**src/rtl/alu_defs.sv**
```systemverilog
// Shared ALU definitions: result-mux select codes, shift directions and
// the serial shifter's FSM state encoding.
package alu_defs;

    // Select codes of the ALU result multiplexer.
    typedef enum logic [1:0] {
        ALU_SUM   = 2'b00,
        ALU_AND   = 2'b01,
        ALU_OR    = 2'b10,
        ALU_SHIFT = 2'b11
    } alu_sel_t;

    // Shift direction encoding on the dir input.
    localparam logic DIR_LEFT  = 1'b0;
    localparam logic DIR_RIGHT = 1'b1;

    // Serial shifter states; 2'b11 is unreachable and recovers to IDLE.
    typedef enum logic [1:0] {
        ST_IDLE  = 2'b00,
        ST_SHIFT = 2'b01,
        ST_DONE  = 2'b10
    } shift_state_t;

endpackage

```
**src/rtl/alu_serial_shifter.sv**
```systemverilog
// Multi-cycle shift unit feeding the shift input of the ALU result mux.
// Shifts one bit per clock; the result stays on shift_out until the next
// accepted start. WIDTH must equal 2**SHAMT_W.
module alu_serial_shifter #(
    parameter int WIDTH   = 32,
    parameter int SHAMT_W = 5
) (
    input  logic               clk,
    input  logic               rst,
    input  logic               start,
    input  logic [WIDTH-1:0]   in_a,
    input  logic [SHAMT_W-1:0] shamt,
    input  logic               dir,
    input  logic               arith,
    output logic [WIDTH-1:0]   shift_out,
    output logic               carry_out,
    output logic               busy,
    output logic               done
);
    import alu_defs::*;

    localparam logic [SHAMT_W-1:0] COUNT_ONE = SHAMT_W'(1);

    shift_state_t       state_reg, state_next;
    logic [WIDTH-1:0]   work_reg, work_next;
    logic [SHAMT_W-1:0] count_reg, count_next;
    logic               dir_reg, dir_next;
    logic               arith_reg, arith_next;
    logic               carry_reg, carry_next;

    // One-bit shift of the work register in each direction.
    logic [WIDTH-1:0]   step_left;
    logic [WIDTH-1:0]   step_right;

    genvar gi;
    generate
        for (gi = 0; gi < WIDTH; gi++) begin : g_step
            if (gi == 0) begin : g_lsb
                assign step_left[gi] = 1'b0;
            end else begin : g_lmid
                assign step_left[gi] = work_reg[gi-1];
            end
            // MSB fill on a right shift is the old sign only for arithmetic.
            if (gi == WIDTH-1) begin : g_msb
                assign step_right[gi] = arith_reg & work_reg[WIDTH-1];
            end else begin : g_rmid
                assign step_right[gi] = work_reg[gi+1];
            end
        end
    endgenerate

    // State and datapath registers with synchronous reset.
    always_ff @(posedge clk) begin
        if (rst) begin
            state_reg <= ST_IDLE;
            work_reg  <= '0;
            count_reg <= '0;
            dir_reg   <= DIR_LEFT;
            arith_reg <= 1'b0;
            carry_reg <= 1'b0;
        end else begin
            state_reg <= state_next;
            work_reg  <= work_next;
            count_reg <= count_next;
            dir_reg   <= dir_next;
            arith_reg <= arith_next;
            carry_reg <= carry_next;
        end
    end

    // Next-state logic: accept in IDLE or DONE, shift-and-count in SHIFT.
    always_comb begin
        state_next = state_reg;
        work_next  = work_reg;
        count_next = count_reg;
        dir_next   = dir_reg;
        arith_next = arith_reg;
        carry_next = carry_reg;
        case (state_reg)
            ST_IDLE, ST_DONE: begin
                if (start) begin
                    work_next  = in_a;
                    count_next = shamt;
                    dir_next   = dir;
                    arith_next = arith;
                    carry_next = 1'b0;
                    state_next = (shamt != '0) ? ST_SHIFT : ST_DONE;
                end else begin
                    state_next = ST_IDLE;
                end
            end
            ST_SHIFT: begin
                if (dir_reg == DIR_LEFT) begin
                    work_next  = step_left;
                    carry_next = work_reg[WIDTH-1];
                end else begin
                    work_next  = step_right;
                    carry_next = work_reg[0];
                end
                count_next = count_reg - COUNT_ONE;
                if (count_reg == COUNT_ONE) begin
                    state_next = ST_DONE;
                end
            end
            default: begin
                state_next = ST_IDLE;
            end
        endcase
    end

    // Outputs come straight from registers; no input-to-output paths.
    assign shift_out = work_reg;
    assign carry_out = carry_reg;
    assign busy      = (state_reg == ST_SHIFT);
    assign done      = (state_reg == ST_DONE);

endmodule

```
**config.mk**
```make
export PLATFORM = sky130hd
export DESIGN_NAME = alu_serial_shifter
export DESIGN_NICKNAME = d
export VERILOG_FILES = /design/src/rtl/alu_defs.sv /design/src/rtl/alu_serial_shifter.sv
export SDC_FILE = /design/constraint.sdc
export NUM_CORES = 1
export LEC_CHECK = 0
export BUFFER_PORTS_ARGS = -buffer_cell sky130_fd_sc_hd__buf_2
export CORE_MARGIN = 3
export CORE_UTILIZATION = 30
export DETAILED_ROUTE_END_ITERATION = 12
export PLACE_DENSITY_LB_ADDON = 0.2
export SETUP_SLACK_MARGIN = 0.5
export SYNTH_ARGS = -nofsm -noshare
export SYNTH_HDL_FRONTEND = slang
export SYNTH_SLANG_ARGS = --single-unit
```
**constraint.sdc**
```tcl
create_clock -name clk -period 2.4 [get_ports clk]
set_clock_uncertainty 0.15 [all_clocks]
set_input_delay 0.12 -clock clk [delete_from_list [all_inputs] [get_ports clk]]
set_output_delay 0.12 -clock clk [all_outputs]
set_load 0.005 [all_outputs]
```
==> results of run 1 <==
==> tightest hold or removal path, delay by kind of cell <==
family          cells  cell delay, ps
compound gates      2             200
buf+inv             1             110
==> cells in the final DEF (no fill, tap or decap), drive strengths merged <==
cell,instances
nand2b,2
o311ai,1
ha,2
a2bb2oi,1
nor3,4
or3,1
a32oi,2
clkbuf,7
nor4,1
dlygate4sd3,38
buf,83
a31oi,1
a311oi,32
inv,3
a21oi,9
o21ai,2
a211oi,30
nor2b,33
nor2,10
nand2,69
dfxtp,42
mux2i,1
or4,1
a221oi,2
==> routing by layer <==
layer / global-route usage [%] / up-vias / wire length [um]
met1: 21.5 / 1069 / 3100
met3: 2.76 / 5 / 316
met2: 23.9 / 60 / 2830
li1: - / 1214 / -
met5: 0 / - / 0
met4: 4.46 / 0 / 53
==> cells by family (layout without fill, tap and decap cells) <==
logic type | after synthesis | count (layout) | synth area share [%]
flops | 42 | 42 | 37.5
mux | 1 | 1 | 0.446
simple gates | 121 | 121 | 25.2
fa+ha+maj | 2 | 2 | 1.12
buf+inv | 32 | 131 | 8.20
compound gates | 80 | 80 | 27.6
==> power by group <==
part	total [mW]	leakage, nW	internal [mW]	switching, mW
combinational	0.482	0.892	0.246	0.235
clock	0.431	0.0383	0.201	0.230
sequential	0.858	0.348	0.775	0.0831
total	1.77	1.28	1.22	0.549
==> area by class of cell <==
class / instances / area (um^2) / share of cell area [%]
timing repair buffer: 121 / 838 / 26.9
tap: 96 / 120 / 3.85
inverter: 3 / 11.3 / 0.361
multi-input combinational: 204 / 1230 / 39.4
clock buffer: 7 / 76.3 / 2.45
sequential: 42 / 842 / 27.0
==> timing repair <==
action | 4_1_cts | 5_1_grt
setup endpoints to repair | 0 | 0
endpoints found under the hold margin | 38 | 0
gates resized for setup | 0 | 0
hold buffers | 38 | 0
==> final timing paths <==
| check | start | endpoint | slack [ps] | cells after the start |
|---|---|---|---|---|
| min | shamt[3] | count_reg[3] | 30 | 3 |
| min reg2reg | arith_reg | arith_reg | 310 | 2 |
| max reg2reg | state_reg[0] | shift_out[17] | 790 | 4 |
| max | state_reg[0] | shift_out[17] | 790 | 4 |
==> summary.md, run 1 <==
| Metric | Value |
|---|---|
| Most frequent cell after synthesis | nand2_1 |
| RePlAce Congestion | 0.770 |
| CP delay by family, top | simple AND/OR/NAND/NOR gates |
| Worst-path maximum fanout | 28 |
| First drt pass iteration count | 4 |
| Yosys top cell area share | 37.5% |
| Placed Cells | 428 |
| Sequential share of the synthesized area | 37.5% |
| IO Pins | 77 |
| PortBufs | 76 |
| Row count | 30 |
| Largest net degree at the start of global routing | 43 |
| Fin crit share | 67.0% |
| Status | finished, final reports clean |
| Avg Inst Size Synth | 8.07 um^2 |
| Worst VDD drop | 216 uV |
| Cell leakage power | 1.28 nW |
| Crit path cell chain | nand2b_1 -> buf_12 -> nand2_1 -> a311oi_1 |
| Fin area | 3120 um^2 |
| Cell Area, Placed | 2660 um^2 |
| Reg clk slew, reported paths | 80 ps |
| Synth async-reset ratio | 0% |
| Clock Sinks | 42 |
| Power Total | 1.77 mW |
| Average routed wire per standard cell | 13.3 um |
| Drt via density | 4.96 |
| Initial antenna violation count | 0 |
| Worst-path cell with the longest stage delay | dfxtp_1 |
| Cell variety after synth | 29 |
| Fmax | 0.622 GHz |
| Post-route core utilization | 44.4% |
| Filler instances | 745 |
| Seq cells post-synth | 42 |
| Post-synth top flop | dfxtp_1 |
| CTS H-tree depth | 2 |
| Setup ws final | 793 ps |
| TritonCTS buffer count | 5 |
| Pre-CTS setup slack | 802 ps |
| Violation count after the first detailed-route iteration | 82 |
| Synth-to-Final Area Change | 38.9% |
| Slew margin rel. | 44.6% |
| First-pass GRT wire length | 10900 um |
| Initial Utilization | 32.0% |
| Detailed Place HPWL | 4150 um |
| Final Net Count | 421 |
| Max-slew violations | 0 |
| Critical Path AT | 1650 ps |
| Synthesized net count | 322 |
| WP data required | 2450 ps |
| Final number of hold-violating endpoints | 0 |
| Gate Count Post-Synth | 278 |
| Layout Cells excl Fill | 473 |
| Max clock buf depth | 2 |
| Grt ovf | 0 |
| Area contributors post-synth | dfxtp_1, a311oi_1, nand2_1 |
| Max cap viols | 0 |
| Worst Setup Start Kind | flip-flop |
| Total GRT Usage | 15.3% |
| Worst Hold Class | input pin to flip-flop |
| Setup violators final | 0 |
| Fin crit period | 1610 ps |
| Vias in the first global route | 2274 |
| WL final | 6300 um |
| CP Class | flip-flop to flip-flop |
| EDFF count, synth | 0 |
| Worst path bufs/invs | 1 |
| Post-synth top cells | nand2_1, dfxtp_1, nor2b_1 |
| Die footprint | 8550 um^2 |
| TritonCTS clock tree | done |
| Critical path capture point type | flip-flop |
| Slowest stage delay, CP | 420 ps |
| Worst Max-Slew Pin Slew | 831 ps |
| Synth Warn # | 0 |
| Synthesized area | 2240 um^2 |
| Cell accounting for the most synthesized area | dfxtp_1 |
| Chip Width | 92.5 um |
| Max reg flops | 32 |
| Layout cells sized above 1 | 24.9% |
| Root buffer cell | clkbuf_8 |
| Antenna viol nets, final | 0 |
| N_diodes | 0 |
| DRC errors left | 0 |
| Vias | 2348 |
| Die Y-Extent | 92.5 um |
| Setup repair bufs after CTS | 0 |
| Fin Hold WS | 34.2 ps |
| Core area | 7020 um^2 |
| RSZ-0062 raised after global routing | no |
| Setup TNS | 0 ps |
| Clk_lat worst skew | 290 ps |
| Power per cell area | 568 nW/um^2 |
Note: power is estimated with default switching activity, not from simulation.
==> run 2: changes to the inputs <==
- clock period: 2.4 -> 1.4 ns (I/O delays scaled with it)
==> run 2 against run 1 <==
  * Power rose by 98%
  * Core utilization grew 7.9 points
  * Sequential power rose by 75%
  * Die area unchanged
  * Hold slack lost 160 ps
  * Global-route usage barely moved
  * First-iteration DRC count grew 24%
  * Count of clock-buffer cells in the layout decreased by 1
  * Cell count grew 2.5%
  * Clock power up 84%
  * The flow now finishes with violations (hold timing)
  * Non-clock buffer count up 11
==> summary.md, run 2 (synthesis results as in run 1) <==
| Metric | Value |
|---|---|
| Fin Hold WS | -129 ps (-163 ps) |
| Critical path capture point type | flip-flop |
| Worst R2R Start | state_reg[0] |
| Power Total | 3.51 mW (+98%) |
| First-pass GRT wire length | 10800 um (-0.63%) |
| Pre-CTS setup slack | 18.4 ps (-783 ps) |
| Most frequent cells in the layout | buf_2, nand2_1, nor2b_1 |
| Drt via density | 5.10 (+2.8%) |
| WP data required | 1470 ps (-980 ps) |
| Filler instances | 641 (-14%) |
| Layout cells sized above 1 | 54.2% (+29 points) |
| Worst Setup Start Kind | flip-flop |
| Detailed Place HPWL | 4230 um (+1.8%) |
| Vias | 2474 (+5.4%) |
| Max reg flops | 32 (unchanged) |
| Area of the multi-input gates | 1480 um^2 (+20%) |
| Synth-to-Final Area Change | 63.5% |
| Clock Sinks | 42 (unchanged) |
| Slew margin rel. | 74.1% (+29 points) |
| Gr busiest metal | met2 |
| Worst reg-to-reg path cell count | 5 (+1) |
| Worst Setup SP | state_reg[0] |
| Violation count after the first detailed-route iteration | 102 (+24%) |
| Slowest stage delay, CP | 370 ps (-50 ps) |
| Fmax | 0.727 GHz (+17%) |
| Fin area | 3670 um^2 (+18%) |
| Grt ovf | 0 (unchanged) |
| Largest net degree at the start of global routing | 43 (unchanged) |
| Core area | 7020 um^2 (unchanged) |
| PortBufs | 76 (unchanged) |
| Antenna viol nets, final | 0 (unchanged) |
| Max cap viols | 0 (unchanged) |
| Cell leakage power | 1.50 nW (+18%) |
| CP delay by family, top | flip-flops |
| Hold EP | shift_out[13] |
| Worst Max-Slew Pin Slew | 386 ps (-445 ps) |
| Root buffer cell | clkbuf_8 |
| Worst path bufs/invs | 2 (+1) |
| Clk_lat worst skew | 300 ps (about the same) |
| Average routed wire per standard cell | 14.7 um (+10%) |
| RSZ-0062 raised after global routing | yes |
| Commonest non-fill, non-tap cell in the layout | buf_2 |
| Row count | 30 (unchanged) |
| Cell Area, Placed | 2940 um^2 (+10%) |
| Worst-path cell with the longest stage delay | dfxtp_4 |
| DRC errors left | 0 (unchanged) |
| Vias in the first global route | 2297 (+1.0%) |
| IO Pins | 77 (unchanged) |
| TritonCTS clock tree | done |
| Crit path cell chain | nor2b_4 -> buf_6 -> clkbuf_16 -> nand2_1 -> a311oi_1 |
| Setup slack, reg-to-reg | 20 ps (-770 ps) |
| Die Y-Extent | 92.5 um (unchanged) |
| Initial antenna violation count | 0 (unchanged) |
| Setup TNS | 0 ps (unchanged) |
| Chip Width | 92.5 um (unchanged) |
| Initial Utilization | 32.0% (unchanged) |
| Worst VDD drop | 647 uV (+200%) |
| Fin crit period | 1380 ps (-232 ps) |
| RePlAce Congestion | 0.801 (+4.1%) |
| Violated checks | hold timing |
| Worst Hold Class | input pin to flip-flop |
| WL final | 7120 um (+13%) |
| Power per cell area | 958 nW/um^2 (+69%) |
| Setup violators final | 0 (unchanged) |
| Fraction of met3 tracks used by global routing | 3.49% (+0.73 points) |
| HP Start | in_a[13] |
| FF+latch area | 901 um^2 (+7.0%) |
| Fin crit share | 98.2% (+31 points) |
| Hold-fix buffers, CTS | 14 (-63%) |
| Max clock buf depth | 2 (unchanged) |
| Worst-path maximum fanout | 13 (-54%) |
| Status | finished, violations left |
| Die footprint | 8550 um^2 (unchanged) |
| Post-route core utilization | 52.3% (+7.9 points) |
| GR Util met2 | 25.4% (+1.5 points) |
| First drt pass iteration count | 4 (unchanged) |
| Final number of hold-violating endpoints | 25 (+25) |
| Reg clk slew, reported paths | 90 ps (about the same) |
| CTS H-tree depth | 2 (unchanged) |
| CP Class | flip-flop to flip-flop |
| N_diodes | 0 (unchanged) |
| Final Net Count | 432 (+2.6%) |
| Setup ws final | 24.6 ps (-768 ps) |
| WHS Path Cells | 3 (unchanged) |
| TritonCTS buffer count | 5 (unchanged) |
| RR Endpoint | shift_out[12] |
| M1 GR Usage | 19.5% (-2.0 points) |
| Critical Path AT | 1440 ps (-210 ps) |
| Total GRT Usage | 15.3% (about the same) |
| Max-slew violations | 0 (unchanged) |
[run 2: cell count changes in the layout (fill, tap and decap cells not counted), moves of 6 or more]
cell / before / now
dlygate4sd3_1: 38 / 14
buf_2: 76 / 66
buf_4: 5 / 27
a211oi_1: 30 / 7
dfxtp_2: 1 / 30
buf_12: 2 / 8
buf_6: 0 / 13
a211oi_2: 0 / 23
dfxtp_1: 41 / 6
nand2_1: 69 / 63
dfxtp_4: 0 / 6
[run 2: worst reg2reg max path, stage by stage (launching register included)]
cell	delay, ps
dfxtp_4	370
nor2b_4	160
buf_6	150
clkbuf_16	170
nand2_1	70
a311oi_1	230
[run 2: worst max-delay path by stage]
| stage | endpoint | slack, ps | cells past startpoint |
|---|---|---|---|
| detailed placement | count_reg[1] | 20 | 6 |
| floorplan | count_reg[4] | 140 | 6 |
| global placement | count_reg[1] | 60 | 6 |
| global route | shift_out[1] | -50 | 5 |
| finish | shift_out[12] | 20 | 5 |
| CTS | count_reg[1] | 70 | 6 |
[run 2: final cells by class]
cell class,count,share of cell area (%)
Tap cell,96,3.27
Sequential cell,42,24.6
Clock inverter,2,0.375
Timing Repair Buffer,132,29.2
Multi-Input combinational cell,204,40.2
Inverter,3,0.443
Clock buffer,6,1.98
[run 2: routing by layer]
layer	part of all wire, %	wire [um]	vias up
met5	0	0	-
met4	1.0	72	0
met3	4.4	312	7
met2	48	3440	63
met1	46	3300	1172
li1	-	-	1232
[run 2: what timing repair did]
item                                   in CTS  in global routing
gates resized for setup                    40                 36
pin swaps                                   2                 12
setup buffers                              11                 14
endpoints found under the hold margin      40                 25
setup endpoints to repair                  77                 77
cloned                                      0                  3
[run 2: metrics by stage]
| step | cells | hold WS (ps) |
|---|---|---|
| 2_1_floorplan | 278 | 59.7 |
| 3_3_place_gp | 435 | 190 |
| 3_5_place_dp | 435 | 186 |
| 4_1_cts | 468 | -138 |
| 5_1_grt | 485 | -122 |
| 6_report | 485 | -129 |
[run 2: power breakdown]
group / internal, mW / switching [mW]
clock: 0.353 / 0.442
sequential: 1.35 / 0.151
combinational: 0.666 / 0.550
